File: src/rtl/multdiv_iter.sv
// rtl/multdiv_iter.sv - iterative 32-bit signed multiply/divide unit
//
// Purpose:
//   Multiplies with one shift-add step per cycle and divides with one
//   restoring step per cycle, both on operand magnitudes. The sign is applied
//   at the end. A start is accepted in any state. A start while an operation
//   is running aborts that operation, and the aborted operation gets no
//   done strobe.
//
// Ports:
//   clk             rising-edge clock
//   clr_n           synchronous active-low reset
//   data_operandA   multiplicand / dividend (two's complement)
//   data_operandB   multiplier / divisor (two's complement)
//   ctrl_MULT       start-multiply pulse (wins over ctrl_DIV)
//   ctrl_DIV        start-divide pulse
//   data_result     product low word or quotient, held until next completion
//   data_exception  multiply overflow, divide overflow or divide-by-zero
//   data_resultRDY  one-cycle completion strobe
//   busy            high while a multiply or divide is in flight
//
// Configuration:
//   MULTDIV_DIV0_FAST_EN  when defined, a divide by zero completes after one
//                         step instead of running all 32 steps.

module multdiv_iter (
  input  logic        clk,
  input  logic        clr_n,
  input  logic [31:0] data_operandA,
  input  logic [31:0] data_operandB,
  input  logic        ctrl_MULT,
  input  logic        ctrl_DIV,
  output logic [31:0] data_result,
  output logic        data_exception,
  output logic        data_resultRDY,
  output logic        busy
);

  localparam logic [1:0] S_IDLE = 2'd0;
  localparam logic [1:0] S_MUL  = 2'd1;
  localparam logic [1:0] S_DIV  = 2'd2;
  localparam logic [1:0] S_DONE = 2'd3;

`ifdef MULTDIV_DIV0_FAST_EN
  localparam logic FAST_DIV0 = 1'b1;
`else
  localparam logic FAST_DIV0 = 1'b0;
`endif

  logic [1:0]  state;
  logic [31:0] op_a;
  logic [31:0] op_b;
  logic [63:0] acc;
  logic [4:0]  cnt;
  logic        res_sign;

  logic [31:0] in_a_mag;
  logic [31:0] a_mag;
  logic [31:0] b_mag;
  logic [63:0] mul_add;
  logic [63:0] mul_acc;
  logic [63:0] mul_prod;
  logic        mul_ovf;
  logic [63:0] div_shift;
  logic        div_fits;
  logic [63:0] div_acc;
  logic [31:0] div_quo;
  logic [31:0] div_q;
  logic        b_zero;
  logic        div_ovf;

  // Magnitudes are 32-bit unsigned. The magnitude of 0x80000000 is itself,
  // and it is still correct when read as unsigned.
  assign in_a_mag = data_operandA[31] ? (~data_operandA + 32'd1) : data_operandA;
  assign a_mag    = op_a[31] ? (~op_a + 32'd1) : op_a;
  assign b_mag    = op_b[31] ? (~op_b + 32'd1) : op_b;

  // The multiply accumulator starts at zero and gains |A| << cnt for each set
  // bit of |B|.
  assign mul_add  = b_mag[cnt] ? ({32'd0, a_mag} << cnt) : 64'd0;
  assign mul_acc  = acc + mul_add;
  assign mul_prod = res_sign ? (~mul_acc + 64'd1) : mul_acc;
  assign mul_ovf  = (mul_prod[63:31] != {33{mul_prod[31]}});

  // The divide accumulator holds {remainder, dividend/quotient}. The
  // quotient bits shift in at the LSB as the dividend bits shift out of the
  // top. The remainder is always below |B| <= 2^31, so the shifted
  // remainder still fits in 32 bits.
  assign div_shift = {acc[62:0], 1'b0};
  assign div_fits  = (div_shift[63:32] >= b_mag);
  assign div_acc   = div_fits ? {div_shift[63:32] - b_mag, div_shift[31:0] | 32'd1}
                              : div_shift;
  assign div_quo   = div_acc[31:0];
  assign div_q     = (res_sign && (div_quo != 32'd0)) ? (~div_quo + 32'd1) : div_quo;

  assign b_zero  = (op_b == 32'd0);
  assign div_ovf = (op_a == 32'h8000_0000) && (op_b == 32'hFFFF_FFFF);

  assign busy = (state == S_MUL) || (state == S_DIV);

  always_ff @(posedge clk) begin
    if (!clr_n) begin
      state          <= S_IDLE;
      op_a           <= 32'd0;
      op_b           <= 32'd0;
      acc            <= 64'd0;
      cnt            <= 5'd0;
      res_sign       <= 1'b0;
      data_result    <= 32'd0;
      data_exception <= 1'b0;
      data_resultRDY <= 1'b0;
    end else begin
      data_resultRDY <= 1'b0;
      if (ctrl_MULT || ctrl_DIV) begin
        op_a     <= data_operandA;
        op_b     <= data_operandB;
        cnt      <= 5'd0;
        res_sign <= data_operandA[31] ^ data_operandB[31];
        acc      <= ctrl_MULT ? 64'd0 : {32'd0, in_a_mag};
        state    <= ctrl_MULT ? S_MUL : S_DIV;
      end else begin
        case (state)
          S_MUL: begin
            acc <= mul_acc;
            cnt <= cnt + 5'd1;
            if (cnt == 5'd31) begin
              state          <= S_DONE;
              data_result    <= mul_prod[31:0];
              data_exception <= mul_ovf;
              data_resultRDY <= 1'b1;
            end
          end
          S_DIV: begin
            if (FAST_DIV0 && b_zero) begin
              state          <= S_DONE;
              data_result    <= 32'd0;
              data_exception <= 1'b1;
              data_resultRDY <= 1'b1;
            end else begin
              acc <= div_acc;
              cnt <= cnt + 5'd1;
              if (cnt == 5'd31) begin
                state          <= S_DONE;
                data_result    <= b_zero ? 32'd0 : (div_ovf ? 32'h8000_0000 : div_q);
                data_exception <= b_zero || div_ovf;
                data_resultRDY <= 1'b1;
              end
            end
          end
          S_DONE:  state <= S_IDLE;
          default: state <= S_IDLE;
        endcase
      end
    end
  end

endmodule
File: config.mk
export PLATFORM = sky130hd
export DESIGN_NAME = multdiv_iter
export DESIGN_NICKNAME = d
export VERILOG_FILES = /design/src/rtl/multdiv_iter.sv
export SDC_FILE = /design/constraint.sdc
export NUM_CORES = 1
export LEC_CHECK = 0
export CAP_MARGIN = 20
export CORE_UTILIZATION = 25
export DETAILED_ROUTE_END_ITERATION = 12
export PLACE_DENSITY_LB_ADDON = 0.2
export SLEW_MARGIN = 20
export SYNTH_ARGS = -nofsm -noshare
export SYNTH_HDL_FRONTEND = slang
export SYNTH_SLANG_ARGS = --single-unit
File: constraint.sdc
create_clock -name clk -period 11.7 [get_ports clk]
set_clock_uncertainty 0.1 [all_clocks]
set_input_delay 2.34 -clock clk [delete_from_list [all_inputs] [get_ports clk]]
set_output_delay 2.34 -clock clk [all_outputs]
set_load 0.05 [all_outputs]
* Word-level counts from Yosys, hierarchy flattened
Index checks and enable logic that the tools add are counted.
Cells by class: mux-type cells 25, shift operators 1, order comparisons 2, bitwise operators 9, equal/unequal tests 9, add/sub/neg operators 8, reductions and logical operators 13
Operators by type and width (number):
- $mux 32 | 9
- $mux 64 | 4
- $add 32x1->32 const B | 4
- $not 32->32 | 4
- $pmux 64 s2 | 1
- $add 64x1->64 const B | 1
- $add 64x64->64 | 1
- $eq 32x32->1 const B | 2
- $not 64->64 | 1
- $pmux 32 s2 | 1
- $shl 32x5->64 | 1
- $ge 32x32->1 | 1
- $logic_not 32->1 | 1
- $ne 32x32->1 | 1
- $reduce_bool 32->1 | 1
- $sub 32x32->32 | 1
- $mux 2 | 4
- $lt 5x6->1 const B | 1
- $add 5x1->5 const B | 1
- $bmux 1 s5 | 1
- $eq 5x5->1 const B | 1
- $mux 1 | 4
- $ne 2x1->1 const B | 2
- $reduce_and 4->1 | 1
- other kinds (12) | 18
Word-level totals: input port bits 68, bits in registers 170, output and inout bits 35, word-level logic and storage cells 76

* Logic depth before layout (Yosys ltp)
Gate-level depths: netlist (run 1).
depth after elaboration 13, depth in mapped cells 39, depth with buffers taken out 37

* Worst setup path before layout (run 1)
No wires, ideal clock.
kind register -> register, start reg op_b[6], end reg data_exception, stages on the path, launching flop included 31, setup slack 3.310 ns, required time 11.471 ns, buffers on the path 2, setup time 0.129 ns, data arrival time 8.161 ns, path through dfxtp_1 > or4_1 > or3_1 > o41ai_1 > xor2_1 > mux4_2 > mux4_2 > or2_2 > clkbuf_1 > nand2b_1 > nor2_1 > ha_1 > inv_1 > fa_1 > and2b_1 > o31a_2 > a21oi_1 > or2_2 > or3_1 > nor4_2 > nand2_1 > nand4b_4 > or4_1 > buf_2 > or2_4 > or3_4 > o31ai_1 > xor2_1 > or4_1 > o31ai_1 > a211oi_1
On the way: word-level cells in the longest chain between the ends 13, elaborated cells on any way between the ends 18
Ends and longest elaborated chain:
- start, declared | RTL line 52 | logic [31:0] op_b;
- start signal, assigned | RTL line 116 | op_b <= data_operandB;
- $not 32->32 | RTL line 76 | assign b_mag = op_b[31] ? (~op_b + 32'd1) : op_b;
- $add 32x1->32 | RTL line 76
- $mux 32 | RTL line 76
- $bmux 1 s5 | RTL line 80 | assign mul_add = b_mag[cnt] ? ({32'd0, a_mag} << cnt) : 64'd0;
- $mux 1 (not written as such) | RTL line 80
- $mux 64 | RTL line 80
- $add 64x64->64 | RTL line 81 | assign mul_acc = acc + mul_add;
- $not 64->64 | RTL line 82 | assign mul_prod = res_sign ? (~mul_acc + 64'd1) : mul_acc;
- $add 64x1->64 | RTL line 82
- $mux 64 | RTL line 82
- $ne 32x32->1 | RTL line 83 | assign mul_ovf = (mul_prod[63:31] != {33{mul_prod[31]}});
- $mux 1 | RTL line 126 | if (cnt == 5'd31) begin
- $pmux 1 s2 (*) | RTL line 122 | case (state)
- end signal, assigned | RTL line 129 | data_exception <= mul_ovf;
- end signal, assigned | RTL line 145 | data_exception <= b_zero || div_ovf;
- end, declared | RTL line 34 | output logic data_exception,
Mark *: on every way between the ends. The rest lies on a longest branch, timed or not. The select of a mux whose other input is x is not followed. A chain may end at the register's enable or synchronous reset.

* Worst setup path in the final report (run 1)
Ends and elaborated chain as after synthesis.

==> run_results.csv, run 1 <==
group,metric,value,unit
run_status,status,"complete, no violations",
final_layout,fin_util,28.4,%
sta,grt_setup_unrepaired,"no",
final_layout,area_growth,12.0,%
setup_path,critPathRequiredTime,12000,ps
route,drt_iter0_drc,1699,
cts,clock-sinks,170,
yosys,syn_inst,2967,
yosys,yosysTopAreaCell,"dfxtp_1",
yosys,yosys-top-cells-area,"dfxtp_1 16%, nand2_1 7.1%, ha_1 6.3%, xor2_1 5.7%, nor2_1 5.2%",
sta,relSlewSlack,20.3,%
route,firstDrtPassIters,8,
setup_path,startpoint_type,"register",
die,coreArea,82400,um2
cts,cts_setup_buffers,0,
route,vias,22165,
die,start_util,25.4,%
sta,fin_crit_sh,87.6,%
sta,drv_slew,0,
cts,cts_tree,"yes",
route,drtAntennaViolNets,0,
yosys,synth_top_flop_cell,"dfxtp_1",
placed_design,dpl.hpwl,69600,um
route,drcViolationCount,0,
grt,grt_pass1_wl,133000,um
yosys,synth_area_per_cell,7.05,um2
die,die_x,291,um
cts,clock_path_buffers,2,
cts,clkTransAtPathRegs,90,ps
yosys,synth_top_area_share,16.3,%
setup_path,crit_family,"simple AND/OR/NAND/NOR gates",
sta,hold_viol,0,
final_layout,fin_nets,3095,
grt,use_met2,31.4,%
yosys,async_flop_share,0,%
yosys,ys_warn_count,0,
setup_path,end_kind,"register",
sta,fin_crit,10240,ps
power_and_ir_drop,powerDensity,84.3,nW/um2
sta,fmax,0.0976,GHz
route,wl_per_cell,22.0,um
die,pin_count,103,
grt,grtUsageMet1,29.8,%
grt,globalRoute.busiestLayer,"met2",
worst_hold_path,hold_path.class,"reg -> reg",
final_layout,drive_above_1_share,6.10,%
sta,tightest_slew,1190,ps
yosys,synth_area,20900,um2
final_layout,antenna_cells,0,
setup_path,cpPeakStageDelay,720,ps
yosys,synthesis.nets,3142,
placed_design,gp_congestion,0.926,
sta,setup_viol,0,
setup_path,worstPathArrival,10550,ps
grt,grtUsageMet3,2.37,%
grt,grt_antenna_before_repair,1,
yosys,synth-seq-cells,170,
cts,clock_latency,510,ps
die,dieHeight,291,um
die,dieArea,84800,um2
route,via_per_inst,5.54,
placed_design,io_buffers,102,
route,routed_wl,87900,um
cts,cts-root-buf,"clkbuf_16",
setup_path,crit_slowest_cell,"or4b_1",
grt,grt_pass1_vias,20432,
cts,cts-htree-levels,4,
cts,cts_hold_buffers,0,
sta,tns,0,ps
setup_path,worstPathBufferInverterCount,3,
setup_path,path_max_fanout,16,
yosys,synthTopCellsByCount,"393 x nand2_1, 292 x nor2_1, 212 x a21oi_1, 170 x dfxtp_1, 169 x clkbuf_1",
yosys,synth.distinct_cells,104,
setup_path,cp_common_cell,"or3_1",
grt,grt_max_degree,69,
cts,cts_buffers,17,
grt,overflow,0,
yosys,yosysSeqAreaShare,16.3,%
job,cap_violations,0,
setup_path,crit_type,"reg -> reg",
die,rows,105,
yosys,synth_edf_count,0,
grt,grtUsageTotal,20.3,%
cts,cts_resized,0,
yosys,yosysMostFrequentCell,"nand2_1",
power_and_ir_drop,cellLeakagePower,9.03,nW
power_and_ir_drop,peakVddDrop,0.000125,V
registers in the layout, indices dropped and copies added (netlist names):
name / count
acc: 64
data_result: 32
op_a: 32
op_b: 32
cnt: 5
state: 2
data_exception: 1
data_resultRDY: 1
res_sign: 1
worst min-delay path: stages (launching register included):
cell	delay (ps)
dfxtp_1	310
nand2_1	50
a21boi_0	60
routing by layer:
metal | part of all wire (%) | up-vias | wire [um]
li1 | - | 10848 | -
met1 | 50 | 10689 | 43800
met2 | 44 | 578 | 38700
met3 | 4.7 | 50 | 4170
met4 | 1.4 | 0 | 1240
met5 | 0 | - | 0
final cells by class:
class                           instances  area, um2
Inverter                               65        244
Sequential cell                       170       3410
Clock buffer                           19        443
Tap cell                             1070       1340
Multi-Input combinational cell       2526      16500
Clock inverter                         13        184
Timing Repair Buffer                  140       1300
Fill cell                            9109      58900
path summary, 6_finish.rpt:
| path | cells after the start | start | end | slack (ps) |
|---|---|---|---|---|
| setup / recovery | 32 | op_b[6] | data_exception | 1460 |
| hold / removal | 2 | op_a[31] | op_a[31] | 370 |
| setup reg to reg | 32 | op_b[6] | data_exception | 1460 |
| hold reg to reg | 2 | op_a[31] | op_a[31] | 370 |
logic make-up after synthesis:
group | count (synthesis) | share of synthesized area (%)
mux | 94 | 5.10
simple gates | 1105 | 25.0
xor+xnor | 219 | 9.17
fa+ha+maj | 107 | 6.47
buf+inv | 271 | 4.95
flops | 170 | 16.3
compound gates | 1001 | 33.0
metrics by stage:
step	setup WS (ps)	instances	total power, W	hold slack (ps)	cell area, um2
final	1460	4003	0.00197	366	23400
after global routing	730	4003	0.00208	404	23400
after CTS	1540	4003	0.00198	372	23400
after detailed placement	1580	3971	0.00133	360	22800
after global placement	1520	3971	0.00134	353	22800
after floorplan	3310	2967	0.00110	360	20900
where the power goes:
group / internal (W) / total [W] / switching (W)
clock network: 0.000348 / 0.000643 / 0.000295
registers: 0.000601 / 0.000646 / 0.0000451
logic: 0.000249 / 0.000686 / 0.000437
total: 0.00120 / 0.00197 / 0.000777
cell usage in the layout, fill, tap and decap left out, drive strengths merged, types with 30 or more instances in the layout:
cell type      Yosys  final
o211a             37     37
o21a              30     30
a21o              61     61
a21boi            76     76
or3               43     43
xnor2             84     84
a211oi            79     79
xor2             135    135
o31ai             49     49
dfxtp            170    170
buf               36     39
nand2b            34     34
o221ai            31     31
o21ai            184    184
nand2            393    393
nor2             292    292
or2               34     34
inv               62     67
a21oi            215    215
ha               105    105
nand4             36     36
mux2i             65     65
nand3             59     59
clkdlybuf4s50      0    101
nor3              64     64
(Power assumes the default switching activity.)
==> run 2, diff against run 1 <==
SLEW_MARGIN = default   (was 20)
==> run 2 against run 1 <==
Total power down 2.0%. Non-clock buffer count is 1 higher. Wire length about the same. Largest power group unchanged.
==> run_results.csv, run 2 (synthesis results as in run 1) <==
group,metric,value,unit
run_status,status,"complete, no violations",
route,vias,22138,
power_and_ir_drop,clkPwrFrac,31.2,%
power_and_ir_drop,switchingPower,0.000782,W
sta,hold_viol,0,
final_layout,layout_common_cells,"393 x nand2_1, 290 x nor2_1, 212 x a21oi_1",
placed_design,placed_cell_area,22800,um2
setup_path,end_kind,"register",
route,routed_wl,88000,um
sta,grt_setup_unrepaired,"no",
route,drtAntennaViolNets,0,
grt,use_met2,31.3,%
final_layout,fin_nets,3096,
sta,drv_slew,0,
route,drcViolationCount,0,
power_and_ir_drop,peakVddDrop,0.000125,V
job,cap_violations,0,
grt,grtUsageMet1,29.8,%
grt,grt_antenna_before_repair,1,
setup_path,cp_common_cell,"or3_1",
cts,clock_path_buffers,2,
cts,cts_tree,"yes",
grt,grtUsageMet3,2.47,%
cts,cts_resized,0,
placed_design,io_buffers,102,
sta,tightest_slew,1230,ps
sta,setup_viol,0,
die,dieArea,84800,um2
setup_path,critPathRequiredTime,12000,ps
grt,overflow,0,
cts,cts-root-buf,"clkbuf_16",
cts,clock-sinks,170,
die,dieHeight,291,um
placed_design,gp_congestion,0.926,
die,pin_count,103,
setup_path,crit_type,"reg -> reg",
sta,tns,0,ps
placed_design,dpl.hpwl,69700,um
sta,fin_crit_sh,87.1,%
setup_path,rr_startpoint,"op_b[6]",
power_and_ir_drop,cellLeakagePower,9.00,nW
setup_path,worstPathArrival,10480,ps
cts,cts_hold_buffers,0,
power_and_ir_drop,p_total,0.00193,W
power_and_ir_drop,powerDensity,82.8,nW/um2
cts,clock_latency,510,ps
final_layout,fillers,9112,
setup_path,crit-reg2reg-capture,"data_exception",
setup_path,r2r_slack,1510,ps
grt,globalRoute.busiestLayer,"met2",
worst_hold_path,hold_path.class,"reg -> reg",
die,rows,105,
setup_path,path_max_fanout,16,
power_and_ir_drop,p_int,0.00115,W
final_layout,drive_above_1_share,6.10,%
final_layout,antenna_cells,0,
power_and_ir_drop,switching_share,40.4,%
final_layout,largest_register,"acc",
grt,grt_pass1_vias,20423,
cts,cts_buffers,17,
route,drt_iter0_drc,1836,
setup_path,crit_start,"op_b[6]",
die,coreArea,82400,um2
sta,fin_crit,10190,ps
die,start_util,25.4,%
setup_path,endpoint,"data_exception",
grt,grtUsageTotal,20.3,%
sta,relSlewSlack,17.2,%
grt,grt_pass1_wl,133000,um
cts,cts_setup_buffers,0,
grt,grt_max_degree,69,
setup_path,crit_slowest_cell,"or4b_1",
final_layout,layout_commonest_cell,"nand2_1",
route,via_per_inst,5.53,
final_layout,area_growth,11.8,%
final_layout,largest_reg_flops,64,
sta,fmax,0.0982,GHz
cts,cts-htree-levels,4,
route,wl_per_cell,22.0,um
power_and_ir_drop,combinationalPowerShare,35.4,%
setup_path,startpoint_type,"register",
final_layout,finalInstanceArea,23400,um2
die,die_x,291,um
route,firstDrtPassIters,5,
setup_path,reg2regPathDepth,32,
setup_path,cpPeakStageDelay,720,ps
cts,clkTransAtPathRegs,80,ps
power_and_ir_drop,p_seq_share,33.4,%
-- run 2: cell types whose count changed in the layout (fill, tap and decap cells not counted), sizes merged --
| cell | before | now |
|---|---|---|
| clkinvlp | 1 | 3 |
| buf | 39 | 40 |
| bufinv | 3 | 1 |
-- run 2: layer usage --
layer  wire (um)  up-vias
li1            -    10885
met1       43900    10571
met2       38400      621
met3        4460       61
met4        1270        0
met5           0        -
-- run 2: stage by stage --
step	std cells	setup WS, ps	hold WS (ps)	utilization (%)
3_3_place_gp	3971	1520	353	27.7
6_report	4004	1510	368	28.4
2_1_floorplan	2967	3310	360	-
5_1_grt	4004	769	404	28.4
4_1_cts	4004	1580	374	28.4
3_5_place_dp	3972	1600	362	27.7
-- run 2: how the worst min path moves through the flow --
stage | end | cells past startpoint | from
final | op_a[31] | 2 | op_a[31]
after global routing | op_a[31] | 2 | op_a[31]
after CTS | op_a[31] | 2 | op_a[31]
after detailed placement | op_a[31] | 2 | op_a[31]
after global placement | op_a[31] | 2 | op_a[31]
after floorplan | op_a[14] | 2 | op_a[14]
-- run 2: final cells by class --
| type | instances | area, um2 | area share (%) |
|---|---|---|---|
| Clock buffer | 19 | 443 | 1.89 |
| Sequential cell | 170 | 3410 | 14.6 |
| Multi-Input combinational cell | 2526 | 16500 | 70.6 |
| Timing Repair Buffer | 141 | 1310 | 5.60 |
| Clock inverter | 13 | 134 | 0.573 |
| Inverter | 65 | 244 | 1.04 |
| Tap cell | 1070 | 1340 | 5.73 |
-- run 2: worst max-delay path: cells and delay by family, from the launching register on --
| kind | cells | cell delay (ps) |
|---|---|---|
| DFF | 1 | 380 |
| buffers and inverters | 3 | 640 |
| adders and majority gates | 1 | 450 |
| AOI/OAI and AO/OA | 12 | 2740 |
| xor gates and xnor gates | 2 | 440 |
| and+or+nand+nor | 14 | 5300 |
-- run 2: power by group through the flow --
stage | logic (W) | clock network, W | registers, W
2_1_floorplan | 0.000470 | 0 | 0.000634
3_3_place_gp | 0.000679 | 0 | 0.000658
3_5_place_dp | 0.000673 | 0 | 0.000658
4_1_cts | 0.000677 | 0.000625 | 0.000644
5_1_grt | 0.000743 | 0.000642 | 0.000650
6_report | 0.000685 | 0.000604 | 0.000646
==> run 3, diff against run 2 <==
CELL_PAD_IN_SITES_DETAIL_PLACEMENT = 1   (was default)
CELL_PAD_IN_SITES_GLOBAL_PLACEMENT = 1   (was default)
CORE_ASPECT_RATIO = 0.75   (was default)
SLEW_MARGIN = 25   (was default)
==> run 3 against run 2 <==
Critical path depth is 4 lower. Final area is 0.58% higher. Clock-buffer cell count is 2 lower. Sequential power is 0.9% higher. Clock power is 4.6% higher. Final cell count is 1.2% higher. Total power is 3.7% higher. Wire length is 15% higher. Largest power group unchanged. Highest routed layer unchanged.
==> run_results.csv, run 3 (synthesis results as in run 1) <==
group,metric,value,unit
run_status,status,"complete, no violations",
sta,drv_slew,0,
placed_design,gp_congestion,0.943,
route,wl_per_cell,25.0,um
sta,relSlewSlack,28.7,%
die,start_util,25.3,%
cts,clock-sinks,170,
power_and_ir_drop,cellLeakagePower,9.03,nW
final_layout,drive_above_1_share,6.34,%
setup_path,cpPeakStageDelay,720,ps
die,dieArea,84800,um2
grt,grtUsageTotal,23.5,%
final_layout,fin_nets,3096,
route,via_per_inst,5.70,
setup_path,startpoint_type,"register",
die,coreArea,82500,um2
final_layout,area_growth,12.4,%
cts,cts_resized,0,
sta,setup_viol,0,
setup_path,cp_common_cell,"or4_1",
die,rows,91,
grt,grt_pass1_wl,150000,um
power_and_ir_drop,peakVddDrop,0.000124,V
power_and_ir_drop,p_seq_share,32.5,%
final_layout,largest_reg_flops,64,
cts,clock_path_buffers,2,
setup_path,critPathRequiredTime,12000,ps
final_layout,layout_commonest_cell,"nand2_1",
placed_design,dp_slack,1230,ps
sta,fmax,0.0951,GHz
cts,clkTransAtPathRegs,80,ps
worst_hold_path,hold_path.class,"reg -> reg",
power_and_ir_drop,switching_share,42.3,%
cts,cts_buffers,17,
cts,cts_hold_buffers,0,
final_layout,layout_common_cells,"393 x nand2_1, 290 x nor2_1, 212 x a21oi_1",
cts,cts_tree,"yes",
grt,grt_max_degree,87,
die,pin_count,103,
setup_path,rr_startpoint,"op_b[6]",
setup_path,worstPathArrival,10810,ps
setup_path,crit_start,"op_b[6]",
route,drcViolationCount,0,
job,cap_violations,0,
sta,grt_setup_unrepaired,"no",
power_and_ir_drop,powerDensity,85.3,nW/um2
route,firstDrtPassIters,5,
sta,fin_crit_sh,89.8,%
sta,tns,0,ps
power_and_ir_drop,switchingPower,0.000849,W
setup_path,crit_slowest_cell,"nor4b_2",
power_and_ir_drop,p_int,0.00116,W
sta,hold_viol,0,
route,vias,23089,
sta,tightest_slew,1070,ps
setup_path,path_max_fanout,10,
final_layout,largest_register,"acc",
power_and_ir_drop,clkPwrFrac,31.5,%
setup_path,end_kind,"register",
die,dieHeight,252,um
route,drt_iter0_drc,1999,
route,routed_wl,101000,um
sta,fin_crit,10510,ps
setup_path,crit_type,"reg -> reg",
sta,setup_ws,1190,ps
grt,overflow,0,
cts,cts-root-buf,"clkbuf_16",
route,drtAntennaViolNets,0,
cts,cts_setup_buffers,0,
die,die_x,336,um
grt,grt_antenna_before_repair,2,
final_layout,fillers,10109,
placed_design,dpl.hpwl,80900,um
cts,clock_latency,520,ps
worst_hold_path,worstHoldStart,"data_result[11]",
cts,cts-htree-levels,4,
grt,grt_pass1_vias,22314,
placed_design,io_buffers,102,
power_and_ir_drop,combinationalPowerShare,36.0,%
run 3: through the flow:
step	utilization (%)	hold slack (ps)	instances	cell area, um2	total power (W)
6_report	28.5	376	4051	23500	0.00201
5_1_grt	28.5	397	4050	23500	0.00210
4_1_cts	28.4	375	4049	23500	0.00201
3_5_place_dp	27.7	365	4017	22900	0.00137
3_3_place_gp	27.7	372	4017	22900	0.00136
2_1_floorplan	-	360	2967	20900	0.00110
run 3: layout make-up:
| cell class | instances | area (um2) | share of cell area (%) |
|---|---|---|---|
| antenna | 1 | 2.50 | 0.0106 |
| clock inverter | 15 | 173 | 0.734 |
| timing repair buffer | 141 | 1330 | 5.66 |
| multi-input combinational | 2526 | 16500 | 70.3 |
| clock buffer | 17 | 425 | 1.81 |
| tap | 1116 | 1400 | 5.94 |
| inverter | 65 | 244 | 1.04 |
| sequential | 170 | 3410 | 14.5 |
run 3: worst paths after layout:
path | slack [ps] | end | depth (start not counted)
worst max-delay path | 1190 | data_exception | 28
worst min-delay path | 380 | data_result[11] | 2
worst max register to register | 1190 | data_exception | 28
worst min register to register | 380 | data_result[11] | 2
run 3: power groups by stage:
stage	combinational (W)	sequential, W	clock [W]
global placement	0.000696	0.000662	0
detailed placement	0.000705	0.000664	0
CTS	0.000709	0.000650	0.000650
floorplan	0.000470	0.000634	0
finish	0.000722	0.000652	0.000632
global route	0.000779	0.000656	0.000670
run 3: routing by layer:
| layer | up-vias | GRT usage (%) | wire, um |
|---|---|---|---|
| met1 | 11518 | 36.2 | 52200 |
| met4 | 0 | 4.62 | 1390 |
| met5 | - | 0 | 0 |
| met3 | 70 | 4.96 | 7380 |
| met2 | 672 | 32.7 | 40200 |
| li1 | 10829 | - | - |
run 3: worst max-delay path: cells and delay by family, from the launching register on:
kind	cells	cell delay, ps
flip-flops	1	370
AND/OR/NAND/NOR	14	5740
AO/OA/AOI/OAI	7	2010
adder cells (fa/ha/maj)	2	660
XOR/XNOR	2	320
multiplexers	2	1100
buffers and inverters	1	70
